===== src/rtl/hazard_pkg.sv =====
// hazard_pkg: forward-select encodings, register-zero index and stage-metadata widths
package hazard_pkg;
    localparam logic [1:0] FWD_RF  = 2'b00;
    localparam logic [1:0] FWD_WB  = 2'b01;
    localparam logic [1:0] FWD_MEM = 2'b10;
    localparam int REG_ZERO = 0;
    // ex: valid, rs1, rs2, rs1_used, rs2_used, rd, reg_write, mem_read
    function automatic int ex_meta_w(int aw);
        return 3 * aw + 5;
    endfunction
    // mem: valid, rd, reg_write, mem_read
    function automatic int mem_meta_w(int aw);
        return aw + 3;
    endfunction
    // wb: valid, rd, reg_write
    function automatic int wb_meta_w(int aw);
        return aw + 2;
    endfunction
endpackage


===== src/rtl/hfu_match.sv =====
// hfu_match: a producer stage hits a consumer source register (x0 never hits)
module hfu_match
    import hazard_pkg::*;
#(
    parameter int AW = 5
) (
    input  logic          valid,
    input  logic          reg_write,
    input  logic [AW-1:0] rd,
    input  logic [AW-1:0] rs,
    input  logic          used,
    output logic          hit
);
    assign hit = valid & reg_write & used & (rd != AW'(REG_ZERO)) & (rd == rs);
endmodule


===== src/rtl/hazard_forward_unit.sv =====
// hazard_forward_unit: shadow EX/MEM/WB metadata pipeline driving operand forwarding,
// load-use stall, branch flush, dmem freeze and ID-stage WB bypass flags.
module hazard_forward_unit
    import hazard_pkg::*;
#(
    parameter int REG_ADDR_W       = 5,
    parameter bit RF_WRITE_THROUGH = 1'b0
) (
    input  logic                  clk,
    input  logic                  rst,
    input  logic                  id_valid,
    input  logic [REG_ADDR_W-1:0] id_rs1,
    input  logic [REG_ADDR_W-1:0] id_rs2,
    input  logic                  id_rs1_used,
    input  logic                  id_rs2_used,
    input  logic [REG_ADDR_W-1:0] id_rd,
    input  logic                  id_reg_write,
    input  logic                  id_mem_read,
    input  logic                  ex_branch_taken,
    input  logic                  dmem_stall,
    output logic [1:0]            forward_a,
    output logic [1:0]            forward_b,
    output logic                  id_wb_bypass_a,
    output logic                  id_wb_bypass_b,
    output logic                  stall_pc,
    output logic                  stall_if_id,
    output logic                  stall_id_ex,
    output logic                  flush_if_id,
    output logic                  flush_id_ex
);
    localparam int AW = REG_ADDR_W;

    logic [ex_meta_w(AW)-1:0]  ex_q;
    logic [mem_meta_w(AW)-1:0] mem_q;
    logic [wb_meta_w(AW)-1:0]  wb_q;
    logic                      warm;

    logic          ex_valid, ex_rs1_used, ex_rs2_used, ex_reg_write, ex_mem_read;
    logic [AW-1:0] ex_rs1, ex_rs2, ex_rd;
    logic          mem_valid, mem_reg_write, mem_mem_read;
    logic [AW-1:0] mem_rd;
    logic          wb_valid, wb_reg_write;
    logic [AW-1:0] wb_rd;

    assign {ex_valid, ex_rs1, ex_rs2, ex_rs1_used, ex_rs2_used, ex_rd, ex_reg_write, ex_mem_read} = ex_q;
    assign {mem_valid, mem_rd, mem_reg_write, mem_mem_read} = mem_q;
    assign {wb_valid, wb_rd, wb_reg_write} = wb_q;

    logic mem_a, mem_b, wb_a, wb_b, lu_a, lu_b, byp_a, byp_b;

    hfu_match #(.AW(AW)) u_mem_a (.valid(mem_valid & ex_valid), .reg_write(mem_reg_write & ~mem_mem_read),
                                  .rd(mem_rd), .rs(ex_rs1), .used(ex_rs1_used), .hit(mem_a));
    hfu_match #(.AW(AW)) u_mem_b (.valid(mem_valid & ex_valid), .reg_write(mem_reg_write & ~mem_mem_read),
                                  .rd(mem_rd), .rs(ex_rs2), .used(ex_rs2_used), .hit(mem_b));
    hfu_match #(.AW(AW)) u_wb_a  (.valid(wb_valid & ex_valid), .reg_write(wb_reg_write),
                                  .rd(wb_rd), .rs(ex_rs1), .used(ex_rs1_used), .hit(wb_a));
    hfu_match #(.AW(AW)) u_wb_b  (.valid(wb_valid & ex_valid), .reg_write(wb_reg_write),
                                  .rd(wb_rd), .rs(ex_rs2), .used(ex_rs2_used), .hit(wb_b));
    // a load in EX is the "producer" for the load-use check against ID sources
    hfu_match #(.AW(AW)) u_lu_a  (.valid(ex_valid & id_valid), .reg_write(ex_mem_read),
                                  .rd(ex_rd), .rs(id_rs1), .used(id_rs1_used), .hit(lu_a));
    hfu_match #(.AW(AW)) u_lu_b  (.valid(ex_valid & id_valid), .reg_write(ex_mem_read),
                                  .rd(ex_rd), .rs(id_rs2), .used(id_rs2_used), .hit(lu_b));
    hfu_match #(.AW(AW)) u_byp_a (.valid(wb_valid), .reg_write(wb_reg_write),
                                  .rd(wb_rd), .rs(id_rs1), .used(id_rs1_used), .hit(byp_a));
    hfu_match #(.AW(AW)) u_byp_b (.valid(wb_valid), .reg_write(wb_reg_write),
                                  .rd(wb_rd), .rs(id_rs2), .used(id_rs2_used), .hit(byp_b));

    logic active, freeze, redirect, load_use;

    // outputs stay quiet while in reset and for the first cycle out of it
    always_comb begin
        active         = ~rst & warm;
        freeze         = active & dmem_stall;
        redirect       = active & ~dmem_stall & ex_branch_taken;
        load_use       = active & ~dmem_stall & ~ex_branch_taken & (lu_a | lu_b);
        stall_pc       = freeze | load_use;
        stall_if_id    = freeze | load_use;
        stall_id_ex    = freeze;
        flush_if_id    = redirect;
        flush_id_ex    = redirect | load_use;
        forward_a      = !active ? FWD_RF : mem_a ? FWD_MEM : wb_a ? FWD_WB : FWD_RF;
        forward_b      = !active ? FWD_RF : mem_b ? FWD_MEM : wb_b ? FWD_WB : FWD_RF;
        id_wb_bypass_a = !RF_WRITE_THROUGH & active & byp_a;
        id_wb_bypass_b = !RF_WRITE_THROUGH & active & byp_b;
    end

    always_ff @(posedge clk) begin
        if (rst) begin
            ex_q  <= '0;
            mem_q <= '0;
            wb_q  <= '0;
            warm  <= 1'b0;
        end else begin
            warm <= 1'b1;
            if (!stall_id_ex) begin
                wb_q  <= {mem_valid, mem_rd, mem_reg_write};
                mem_q <= {ex_valid, ex_rd, ex_reg_write, ex_mem_read};
                ex_q  <= {id_valid & ~flush_id_ex, id_rs1, id_rs2, id_rs1_used, id_rs2_used,
                          id_rd, id_reg_write, id_mem_read};
            end
        end
    end
endmodule


===== config.mk =====
export PLATFORM = sky130hd
export DESIGN_NAME = hazard_forward_unit
export DESIGN_NICKNAME = d
export VERILOG_FILES = /design/src/rtl/hazard_pkg.sv /design/src/rtl/hfu_match.sv /design/src/rtl/hazard_forward_unit.sv
export SDC_FILE = /design/constraint.sdc
export NUM_CORES = 1
export LEC_CHECK = 0
export CELL_PAD_IN_SITES_DETAIL_PLACEMENT = 0
export CELL_PAD_IN_SITES_GLOBAL_PLACEMENT = 1
export CORE_MARGIN = 2
export CORE_UTILIZATION = 38
export CTS_CLUSTER_DIAMETER = 120
export DETAILED_ROUTE_END_ITERATION = 10
export GPL_TIMING_DRIVEN = 0
export PLACE_DENSITY_LB_ADDON = 0.3
export SYNTH_ARGS = -nofsm -noshare
export SYNTH_HDL_FRONTEND = slang
export SYNTH_SLANG_ARGS = --single-unit

===== constraint.sdc =====
create_clock -name clk -period 2.01 [get_ports clk]
set_input_delay 0.201 -clock clk [delete_from_list [all_inputs] [get_ports clk]]
set_output_delay 0.201 -clock clk [all_outputs]
set_load 0.005 [all_outputs]

==> impl_metrics.yaml <==
detailed_routing:
  initialDrtViolationCount: 104
  number_of_nets_still_failing_antenna_checks_after_routing: 0
  routed_wire_length_per_instance_um: 14.1
  drcViolationCount: 0
  routed_wirelength_um: 5280
  routed_via_density: 4.96
  vias: 1850
  drt_first_pass_iters: 4
power_and_ir_drop:
  leakagePower_nw: 1.21
  power_density_mw_per_mm2: 650
  vdd.ir_drop.worst_uv: 393
synth:
  yosys_register_bits: 36
  postSynthCellCount: 245
  synth.yosys.seq_area_share: 0.378
  synthDistinctLibCells: 34
  post_synth.cell_area_avg_um2: 7.77
  dominant_combinational_cell_family_by_area_after_synthesis: "simple AND/OR/NAND/NOR gates"
  muxShareOfSynthArea: 0
  yosys.area_share.xor_xnor: 0.184
  fraction_of_the_mapped_netlist_area_in_adder_cells: 0
  syn-cell-area_mm2: 0.00190
  synth_area_in_compound_gates: 0.0434
  synth_fp_nets: 269
  synth-simple-area-share: 0.347
  synth.yosys.warnings: 0
timing:
  max_slew.worst_pin.slew_ps: 554
  maxSlewHeadroom: 0.631
  final-max-slew-violation-count: 0
  fin_ws_ps: -92.4
  skew_ps: 8.35
  fmax_ghz: 0.476
  period_share: 1.05
  setup_viol_count_final: 4
  min_tclk_post_route_ps: 2100
  hold_violations: 0
  finalSetupTns_ps: -209
  grt_setup_unrepaired: "yes"
critical_path:
  crit_type: "reg -> out"
  timing.critical_path.to_type: "output port"
  cp_max_stage_cell: "sky130_fd_sc_hd__or4_4"
  worstPathArrival_ps: 1900
  start_kind: "flop"
  timing.critical_path.required_ps: 1810
  cp_max_fo: 3
  critical_path_cell_by_cell: "or4_4 > o21ai_4 > buf_6 > buf_6 > nor3_2 > nor3_2 > buf_2"
  cpPeakStageDelay_ps: 540
placement:
  gp_congestion: 0.808
  placed_area_mm2: 0.00232
  placement.io_buffers: 33
  hpwlAfterDp_um: 3720
  dp_cell_count: 345
global_routing:
  met1_global_route_usage: 0.269
  grt_busiest_layer: "met2"
  grt_use_met2: 0.325
  grt_util_met3: 0.0509
  first_global_vias: 1654
  grtUsageTotal: 0.204
  grt_overflow_total: 0
  grt_antenna_before_repair: 0
  global_route_wire_length_before_repair_um: 8310
  grt_start_max_net_pins: 12
cells_and_area:
  post_route_cells_drive_above_1_share: 0.229
  multi_input_comb_area_mm2: 0.00116
  nNetsFinal: 329
  n_antenna_cell: 0
  final_instance_count_without_filler_cells: 373
  fillerInstances: 455
  area_growth_pct: 40.9
  utilization: 0.561
  finalInstanceArea_mm2: 0.00268
  ff_latch_area_um2: 742
die:
  starting_utilization_of_the_core_area: 0.398
  row_count: 25
  design.core.area_mm2: 0.00479
  die-area_mm2: 0.00559
  die_y_um: 74.8
  ioPinCount: 35
  floorplan.die.width_um: 74.8
clocking:
  ctsHoldBuffers: 0
  clock_slew_at_reported_path_ffs_ps: 80
  tritoncts_num_sinks: 36
  clock_tree.htree_level_count: 2
  numCtsBuffers: 5
  cts-root-to-sink-buffers: 2
  clock_insertion_delay_at_the_later_pin_of_the_skew_report_ps: 300
  clock_tree.root_cell: "sky130_fd_sc_hd__clkbuf_8"
  clock_tree_from_tritoncts: "built"
min_path:
  timing.hold.worst.class: "in -> reg"
outcome:
  run_status: "finished with violations"
  violations_in_the_final_reports: "setup timing"
run:
  maxCapViolCount: 0
power by group:
| group | switching (W) | leakage (nW) | internal, W |
|---|---|---|---|
| sequential | 0.0000503 | 0.301 | 0.000758 |
| combinational | 0.000146 | 0.857 | 0.000159 |
| clock | 0.000264 | 0.0552 | 0.000368 |
registers in the layout, summed over array words and instances, names as in the netlist:
| register | count |
|---|---|
| ex_q | 20 |
| warm | 1 |
| mem_q | 8 |
| wb_q | 7 |
cells in the mapped netlist:
| cell type | count | area [µm²] |
|---|---|---|
| sky130_fd_sc_hd__a21oi_1 | 2 | 10.0 |
| sky130_fd_sc_hd__and2_1 | 2 | 12.5 |
| sky130_fd_sc_hd__or4_1 | 2 | 15.0 |
| sky130_fd_sc_hd__buf_4 | 1 | 7.51 |
| sky130_fd_sc_hd__nand3_1 | 33 | 165 |
| sky130_fd_sc_hd__nand3b_2 | 1 | 11.3 |
| sky130_fd_sc_hd__a22oi_1 | 1 | 7.51 |
| sky130_fd_sc_hd__nor2_1 | 2 | 7.51 |
| sky130_fd_sc_hd__a31oi_1 | 1 | 6.26 |
| sky130_fd_sc_hd__o21ai_0 | 2 | 10.0 |
| sky130_fd_sc_hd__and4b_1 | 2 | 20.0 |
| sky130_fd_sc_hd__nor3b_1 | 1 | 7.51 |
| sky130_fd_sc_hd__nand4_1 | 4 | 25.0 |
| sky130_fd_sc_hd__nand2b_4 | 1 | 13.8 |
| sky130_fd_sc_hd__dfxtp_1 | 36 | 721 |
| sky130_fd_sc_hd__buf_2 | 9 | 45.0 |
| sky130_fd_sc_hd__xor2_1 | 18 | 158 |
| sky130_fd_sc_hd__a211o_1 | 1 | 8.76 |
| sky130_fd_sc_hd__nor3_2 | 3 | 30.0 |
| sky130_fd_sc_hd__o211ai_1 | 1 | 7.51 |
| sky130_fd_sc_hd__nand2_1 | 72 | 270 |
| sky130_fd_sc_hd__o21bai_1 | 1 | 7.51 |
| sky130_fd_sc_hd__xnor2_1 | 22 | 193 |
| sky130_fd_sc_hd__o31ai_1 | 1 | 7.51 |
| sky130_fd_sc_hd__o21ai_2 | 1 | 8.76 |
| sky130_fd_sc_hd__nor2b_1 | 1 | 6.26 |
| sky130_fd_sc_hd__a221oi_1 | 1 | 8.76 |
| sky130_fd_sc_hd__clkbuf_1 | 6 | 22.5 |
| sky130_fd_sc_hd__nor3_1 | 4 | 20.0 |
| sky130_fd_sc_hd__nor4_1 | 7 | 43.8 |
| sky130_fd_sc_hd__inv_1 | 3 | 11.3 |
| sky130_fd_sc_hd__nand2b_1 | 1 | 6.26 |
| sky130_fd_sc_hd__or2_2 | 1 | 6.26 |
| sky130_fd_sc_hd__clkinv_1 | 1 | 3.75 |
final cells by class:
cell class | instances | share of cell area
flip-flops and latches | 36 | 0.276
multi-input cells | 189 | 0.433
well taps | 67 | 0.0312
clock buffers | 6 | 0.0270
repair buffers | 53 | 0.172
clock inverters | 2 | 0.0131
plain buffers | 16 | 0.0392
inverters | 4 | 0.00746
cell usage in the layout (no fill, tap or decap), types with 3 or more instances in the layout:
| master | Yosys | final |
|---|---|---|
| sky130_fd_sc_hd__nand2_1 | 72 | 72 |
| sky130_fd_sc_hd__nand3_1 | 33 | 33 |
| sky130_fd_sc_hd__dfxtp_1 | 36 | 27 |
| sky130_fd_sc_hd__xnor2_1 | 22 | 22 |
| sky130_fd_sc_hd__buf_4 | 1 | 21 |
| sky130_fd_sc_hd__clkdlybuf4s50_1 | 0 | 19 |
| sky130_fd_sc_hd__xor2_1 | 18 | 18 |
| sky130_fd_sc_hd__buf_2 | 9 | 7 |
| sky130_fd_sc_hd__buf_6 | 0 | 7 |
| sky130_fd_sc_hd__clkbuf_1 | 6 | 7 |
| sky130_fd_sc_hd__clkbuf_8 | 0 | 5 |
| sky130_fd_sc_hd__dfxtp_2 | 0 | 5 |
| sky130_fd_sc_hd__nand4_1 | 4 | 4 |
| sky130_fd_sc_hd__nor3_2 | 3 | 4 |
| sky130_fd_sc_hd__nor4_1 | 7 | 4 |
| sky130_fd_sc_hd__dfxtp_4 | 0 | 4 |
| sky130_fd_sc_hd__inv_1 | 3 | 3 |
| sky130_fd_sc_hd__nor3_1 | 4 | 3 |
| sky130_fd_sc_hd__dlymetal6s2s_1 | 0 | 3 |
| sky130_fd_sc_hd__dlygate4sd2_1 | 0 | 3 |
timing repair:
item | in CTS | in global routing
gates cloned | 0 | 0
endpoints found under the setup margin | 10 | 9
buffers inserted | 13 | 7
gates resized for setup | 58 | 17
pin swaps | 9 | 9
path summary, 6_finish.rpt:
kind,start,endpoint,slack (ps),cells after the start
worst min-delay path,rst,ex_q[8],200,2
worst max register to register,ex_q[3],ex_q[19],480,5
worst max-delay path,mem_q[6],forward_b[0],-90,7
worst min register to register,mem_q[0],mem_q[0],430,2
metal layers:
| layer | wire length, µm | vias to the layer above |
|---|---|---|
| li1 | - | 938 |
| met1 | 2380 | 843 |
| met2 | 2430 | 58 |
| met3 | 362 | 11 |
| met4 | 102 | 0 |
| met5 | 0 | - |
kinds of logic after synthesis:
group	Yosys count
compound gates	12
flops	36
simple gates	137
xor+xnor	40
buf+inv	20
metrics by stage:
stage          hold WS [ps]  setup slack, ps  power, W
2_1_floorplan           331              415  0.000976
3_3_place_gp            422             -651   0.00108
3_5_place_dp            427             -668   0.00109
4_1_cts                 189            -90.1   0.00174
5_1_grt                 207             -144   0.00182
6_report                203            -92.4   0.00175
critical path, delay by kind of cell (launching register included):
family	cells	cell delay [ps]
AO/OA/AOI/OAI	1	160
buffers and inverters	3	360
AND/OR/NAND/NOR	3	750
flip-flops	1	350
Power figures use the tool's default switching activity.
